--- src/rtl/div_unit.sv ---
// div_unit: iterative restoring 32-bit divider for MIPS DIV/DIVU, result {HI=rem, LO=quot}.
// Define DIV_EARLY_OUT_EN to finish in two edges when |dividend| < |divisor|.
module div_unit #(
    parameter int DATA_W = 32,
    parameter int CNT_W  = 6
) (
    input  logic                  clk,
    input  logic                  rst_n,
    input  logic                  start_i,
    input  logic                  signed_i,
    input  logic [DATA_W-1:0]     opdata1_i,
    input  logic [DATA_W-1:0]     opdata2_i,
    input  logic                  annul_i,
    output logic [2*DATA_W-1:0]   result_o,
    output logic                  ready_o,
    output logic                  busy_o
);
    localparam logic [1:0] IDLE  = 2'd0;
    localparam logic [1:0] DZERO = 2'd1;
    localparam logic [1:0] ON    = 2'd2;
    localparam logic [1:0] S_END = 2'd3;

    logic [1:0]            state_q, state_d;
    logic [CNT_W-1:0]      cnt_q, cnt_d;
    logic [2*DATA_W:0]     wr_q, wr_d, wr_step, sh;
    logic [DATA_W:0]       trial;
    logic [DATA_W-1:0]     dvs_q, dvs_d, abs1, abs2, q_fix, r_fix;
    logic                  negq_q, negq_d, negr_q, negr_d;
    logic                  ready_q, ready_d, busy_q, early;
    logic [2*DATA_W-1:0]   result_q, result_d;

    assign abs1 = (signed_i && opdata1_i[DATA_W-1]) ? -opdata1_i : opdata1_i;
    assign abs2 = (signed_i && opdata2_i[DATA_W-1]) ? -opdata2_i : opdata2_i;
`ifdef DIV_EARLY_OUT_EN
    assign early = (opdata2_i != '0) && (abs1 < abs2);
`else
    assign early = 1'b0;
`endif

    // One restoring step: shift, trial-subtract the divisor from the upper 33 bits.
    assign sh      = {wr_q[2*DATA_W-1:0], 1'b0};
    assign trial   = sh[2*DATA_W:DATA_W] - {1'b0, dvs_q};
    assign wr_step = (sh[2*DATA_W:DATA_W] >= {1'b0, dvs_q}) ? {trial, sh[DATA_W-1:1], 1'b1} : sh;
    assign q_fix   = negq_q ? -wr_step[DATA_W-1:0] : wr_step[DATA_W-1:0];
    assign r_fix   = negr_q ? -wr_step[2*DATA_W-1:DATA_W] : wr_step[2*DATA_W-1:DATA_W];

    always_comb begin
        state_d  = state_q;
        cnt_d    = cnt_q;
        wr_d     = wr_q;
        dvs_d    = dvs_q;
        negq_d   = negq_q;
        negr_d   = negr_q;
        ready_d  = 1'b0;
        result_d = '0;
        if (state_q == IDLE) begin
            if (start_i && !annul_i) begin
                cnt_d  = '0;
                dvs_d  = abs2;
                negq_d = signed_i && (opdata1_i[DATA_W-1] ^ opdata2_i[DATA_W-1]);
                negr_d = signed_i && opdata1_i[DATA_W-1];
                if (opdata2_i == '0 || early) begin
                    state_d = DZERO;
                    wr_d    = {{(DATA_W+1){1'b0}}, (opdata2_i == '0) ? '0 : opdata1_i};
                end else begin
                    state_d = ON;
                    wr_d    = {{(DATA_W+1){1'b0}}, abs1};
                end
            end
        end else if (annul_i) begin
            state_d = IDLE;
            cnt_d   = '0;
        end else if (state_q == DZERO) begin
            state_d  = S_END;
            ready_d  = 1'b1;
            result_d = {wr_q[DATA_W-1:0], {DATA_W{1'b0}}};
        end else if (state_q == ON) begin
            wr_d  = wr_step;
            cnt_d = cnt_q + CNT_W'(1);
            if (cnt_q == CNT_W'(DATA_W-1)) begin
                state_d  = S_END;
                ready_d  = 1'b1;
                result_d = {r_fix, q_fix};
            end
        end else begin
            state_d  = start_i ? S_END : IDLE;
            ready_d  = start_i;
            result_d = start_i ? result_q : '0;
        end
    end

    always_ff @(posedge clk or negedge rst_n) begin
        if (!rst_n) begin
            state_q  <= IDLE;
            cnt_q    <= '0;
            wr_q     <= '0;
            dvs_q    <= '0;
            negq_q   <= 1'b0;
            negr_q   <= 1'b0;
            ready_q  <= 1'b0;
            busy_q   <= 1'b0;
            result_q <= '0;
        end else begin
            state_q  <= state_d;
            cnt_q    <= cnt_d;
            wr_q     <= wr_d;
            dvs_q    <= dvs_d;
            negq_q   <= negq_d;
            negr_q   <= negr_d;
            ready_q  <= ready_d;
            busy_q   <= (state_d != IDLE);
            result_q <= result_d;
        end
    end

    assign result_o = result_q;
    assign ready_o  = ready_q;
    assign busy_o   = busy_q;
endmodule

--- config.mk ---
export PLATFORM = sky130hd
export DESIGN_NAME = div_unit
export DESIGN_NICKNAME = d
export VERILOG_FILES = /design/src/rtl/div_unit.sv
export SDC_FILE = /design/constraint.sdc
export NUM_CORES = 1
export LEC_CHECK = 0
export BUFFER_PORTS_ARGS = -buffer_cell sky130_fd_sc_hd__buf_2
export CAP_MARGIN = 20
export CORE_ASPECT_RATIO = 1.1
export CORE_MARGIN = 1
export CORE_UTILIZATION = 30
export DETAILED_ROUTE_END_ITERATION = 7
export HOLD_SLACK_MARGIN = 0.05
export PLACE_DENSITY = 0.55
export SETUP_SLACK_MARGIN = 0.15
export SYNTH_ARGS = -nofsm -noshare
export SYNTH_HDL_FRONTEND = slang
export SYNTH_SLANG_ARGS = --single-unit
export TNS_END_PERCENT = 10
--- constraint.sdc ---
create_clock -name clk -period 5.1 [get_ports clk]
set_input_delay 1.02 -clock clk [delete_from_list [all_inputs] [get_ports clk]]
set_output_delay 1.02 -clock clk [all_outputs]
set_load 0.05 [all_outputs]
==> impl_metrics.env <==
export IMPL_outcome="finished clean"
export IMPL_ys_seq_area_share_pct=35.1
export IMPL_antenna_found_initial=1
export IMPL_worstHoldPathType="reg2reg"
export IMPL_clock_fmax_mhz=213
export IMPL_synth_compound_area_share_pct=25.5
export IMPL_slowest_stage="or4b_1"
export IMPL_r2r_slack_ns=0.41
export IMPL_synth_top_area_share_pct=35.1
export IMPL_nets=1708
export IMPL_antenna_cells=0
export IMPL_yosys_most_used_dff="dfrtp_1"
export IMPL_tightest_slew_ns=1.20
export IMPL_layout_drive_gt1_share_pct=13.9
export IMPL_dpl_worst_slack_ns=0.403
export IMPL_slew_viol_final=0
export IMPL_yosys_area_share_adder_pct=3.93
export IMPL_slew_headroom_pct=19.3
export IMPL_fin_crit_ns=4.69
export IMPL_cap_violations=0
export IMPL_synthesis_area_um2=12300
export IMPL_whs_ns=0.473
export IMPL_synthXorXnorAreaFrac_pct=10.1
export IMPL_cts_hold_buffers=0
export IMPL_synth_top_area_cell="dfrtp_1"
export IMPL_ant_nets=0
export IMPL_coreArea_um2=40300
export IMPL_arrival_ns=5.01
export IMPL_dr_first_iter_drc_count=846
export IMPL_viasPerCell=5.36
export IMPL_grt_pass1_wl_mm=62.7
export IMPL_grt_max_degree=92
export IMPL_cts_sinks=172
export IMPL_port_buffers=134
export IMPL_yosysMostFrequentCell="nand2_1"
export IMPL_clock_latency_ns=0.44
export IMPL_critPathCaptureType="register"
export IMPL_vias=11400
export IMPL_synthTopCellsByCount="nand2_1, o21ai_0, dfrtp_1, clkbuf_1, xor2_1"
export IMPL_comb_power_share_pct=59.8
export IMPL_async_flop_share_pct=100
export IMPL_placementRows=77
export IMPL_cp_slowest_stage_delay_ns=0.54
export IMPL_wl_mm=39.7
export IMPL_synthCells=1514
export IMPL_cts_setup_buffers=0
export IMPL_place_congestion=0.887
export IMPL_fillers=4255
export IMPL_hold_viol=0
export IMPL_peakVddDrop_mv=0.270
export IMPL_die_w_um=195
export IMPL_ys_top_cells_by_area="dfrtp_1, o21ai_0, nand2_1, xor2_1, xnor2_1"
export IMPL_clock_path_buffers=2
export IMPL_cp_max_fo=7
export IMPL_dp_hpwl_mm=30.3
export IMPL_drc=0
export IMPL_worst_slack_ns=0.411
export IMPL_grt_busiest_layer="met2"
export IMPL_synth_edf_count=0
export IMPL_ys_ff_latch=172
export IMPL_p_int_mw=3.94
export IMPL_fin_skew_ns=0.0119
export IMPL_rsz0062_at_grt="true"
export IMPL_multi_input_area_um2=7440
export IMPL_required_ns=5.42
export IMPL_setup_violations=0
export IMPL_yosys_area_share_simple_pct=18.8
export IMPL_area_growth_pct=14.7
export IMPL_setup_tns_ns=0
export IMPL_startpoint_type="register"
export IMPL_power_density_nw_per_um2=552
export IMPL_period_share_pct=91.9
export IMPL_cts_tree="yes"
export IMPL_overflow=0
export IMPL_seq_power_share_pct=24.1
export IMPL_grt_use_total_pct=19.0
export IMPL_crit_type="reg2reg"
export IMPL_dr_pass1_iters=5
export IMPL_ios=135
export IMPL_start_util_pct=30.5
export IMPL_ys_types=71
export IMPL_grtUsageMet3_pct=2.49
export IMPL_cts_root_buf="clkbuf_16"
export IMPL_swShare_pct=49.3
export IMPL_clk_pin_slew_worst_paths_ns=0.07
export IMPL_synth_warnings=0
export IMPL_p_leak_nw=6.25
export IMPL_seq_area_um2=4300
export IMPL_synth_mux_area_share_pct=1.82
export IMPL_post_drt_wl_per_cell_um=18.7
export IMPL_power_switching_mw=3.83
export IMPL_synth_area_per_cell_um2=8.11
export IMPL_grt_pass1_vias=10900
export IMPL_die_area_um2=41700
export IMPL_cts_resized=0
export IMPL_cts_buffers_inserted=17
export IMPL_grt_util_met1_pct=27.3
export IMPL_use_met2_pct=30.2
export IMPL_synth_top_family_by_area="compound AO/OA/AOI/OAI gates"
export IMPL_power_frac_clock_pct=16.1
export IMPL_die_h_um=214
export IMPL_syn_num_nets=1621
export IMPL_h_tree_depth=4
export IMPL_path_cells="inv_1, ha_1, inv_1, fa_1, xnor2_1, nand3b_1, a221o_1, a211oi_2, or4b_1, or4_4, a221oi_4, nand4_2, o21ai_1, xnor2_1, o21ai_1"
==> critical path: cells and delay by family, from the launching register on <==
kind,cells,cell delay [ns]
AND/OR/NAND/NOR,4,1.42
AO/OA/AOI/OAI,5,1.30
adder cells (fa/ha/maj),2,0.59
XOR/XNOR,2,0.57
flip-flops,1,0.50
buffers and inverters,2,0.17
==> flip-flops by register name, indices dropped and copies added (netlist names) <==
register / flops
cnt_q: 6
result_o: 64
wr_q: 64
state_q: 2
busy_o: 1
dvs_q: 32
negr_q: 1
negq_q: 1
ready_o: 1
==> cell families after synthesis <==
| logic type | Yosys count |
|---|---|
| simple gates | 492 |
| flops | 172 |
| xor+xnor | 141 |
| buf+inv | 149 |
| mux | 22 |
| fa+ha+maj | 38 |
| compound gates | 500 |
==> final cells by class <==
| cell class | instances | area share [%] |
|---|---|---|
| clock buffers | 21 | 3.27 |
| clock inverters | 11 | 0.613 |
| inverters | 52 | 1.40 |
| multi-input cells | 1193 | 52.8 |
| flip-flops and latches | 172 | 30.6 |
| well taps | 513 | 4.56 |
| repair buffers | 165 | 6.78 |
==> path summary, 6_finish.rpt <==
kind,from,to,cells after the start
setup / recovery,wr_q[31],result_o[59],15
hold / removal,result_o[21],result_o[21],2
setup reg to reg,wr_q[31],result_o[59],15
hold reg to reg,result_o[21],result_o[21],2
max in group asynchronous,rst_n,dvs_q[20],2
min in group asynchronous,rst_n,result_o[6],1
==> metrics by stage <==
step	utilization, %	power [mW]	instance area (um2)	std cells
after floorplan	-	5.13	12300	1514
after global placement	33.5	6.45	13500	2093
after detailed placement	33.5	6.45	13500	2093
after CTS	34.8	7.74	14000	2125
after global routing	35.0	8.37	14100	2127
final	35.0	7.77	14100	2127
==> power groups by stage <==
stage	clock network [mW]	logic (mW)	registers, mW
3_5_place_dp	0	4.57	1.89
5_1_grt	1.34	5.12	1.91
3_3_place_gp	0	4.57	1.88
4_1_cts	1.29	4.59	1.86
2_1_floorplan	0	3.39	1.74
6_report	1.25	4.65	1.87
==> metal layers <==
layer  part of all wire, %  wire length, um
met5                     0                0
met4                   1.3              517
met3                   4.6             1810
met2                    46            18100
met1                    49            19200
==> placed cells by master (no fill, tap or decap), types with 21 or more instances in the layout <==
master / n
o31ai_1: 25
ha_1: 37
o21ai_1: 21
a21oi_1: 72
nor2_1: 71
a22oi_1: 51
xnor2_1: 62
xor2_1: 79
nor3_1: 33
inv_1: 51
o21ai_0: 203
dfrtp_1: 172
buf_4: 28
buf_2: 133
nand2_1: 234
Note: power is estimated with default switching activity, not from simulation.
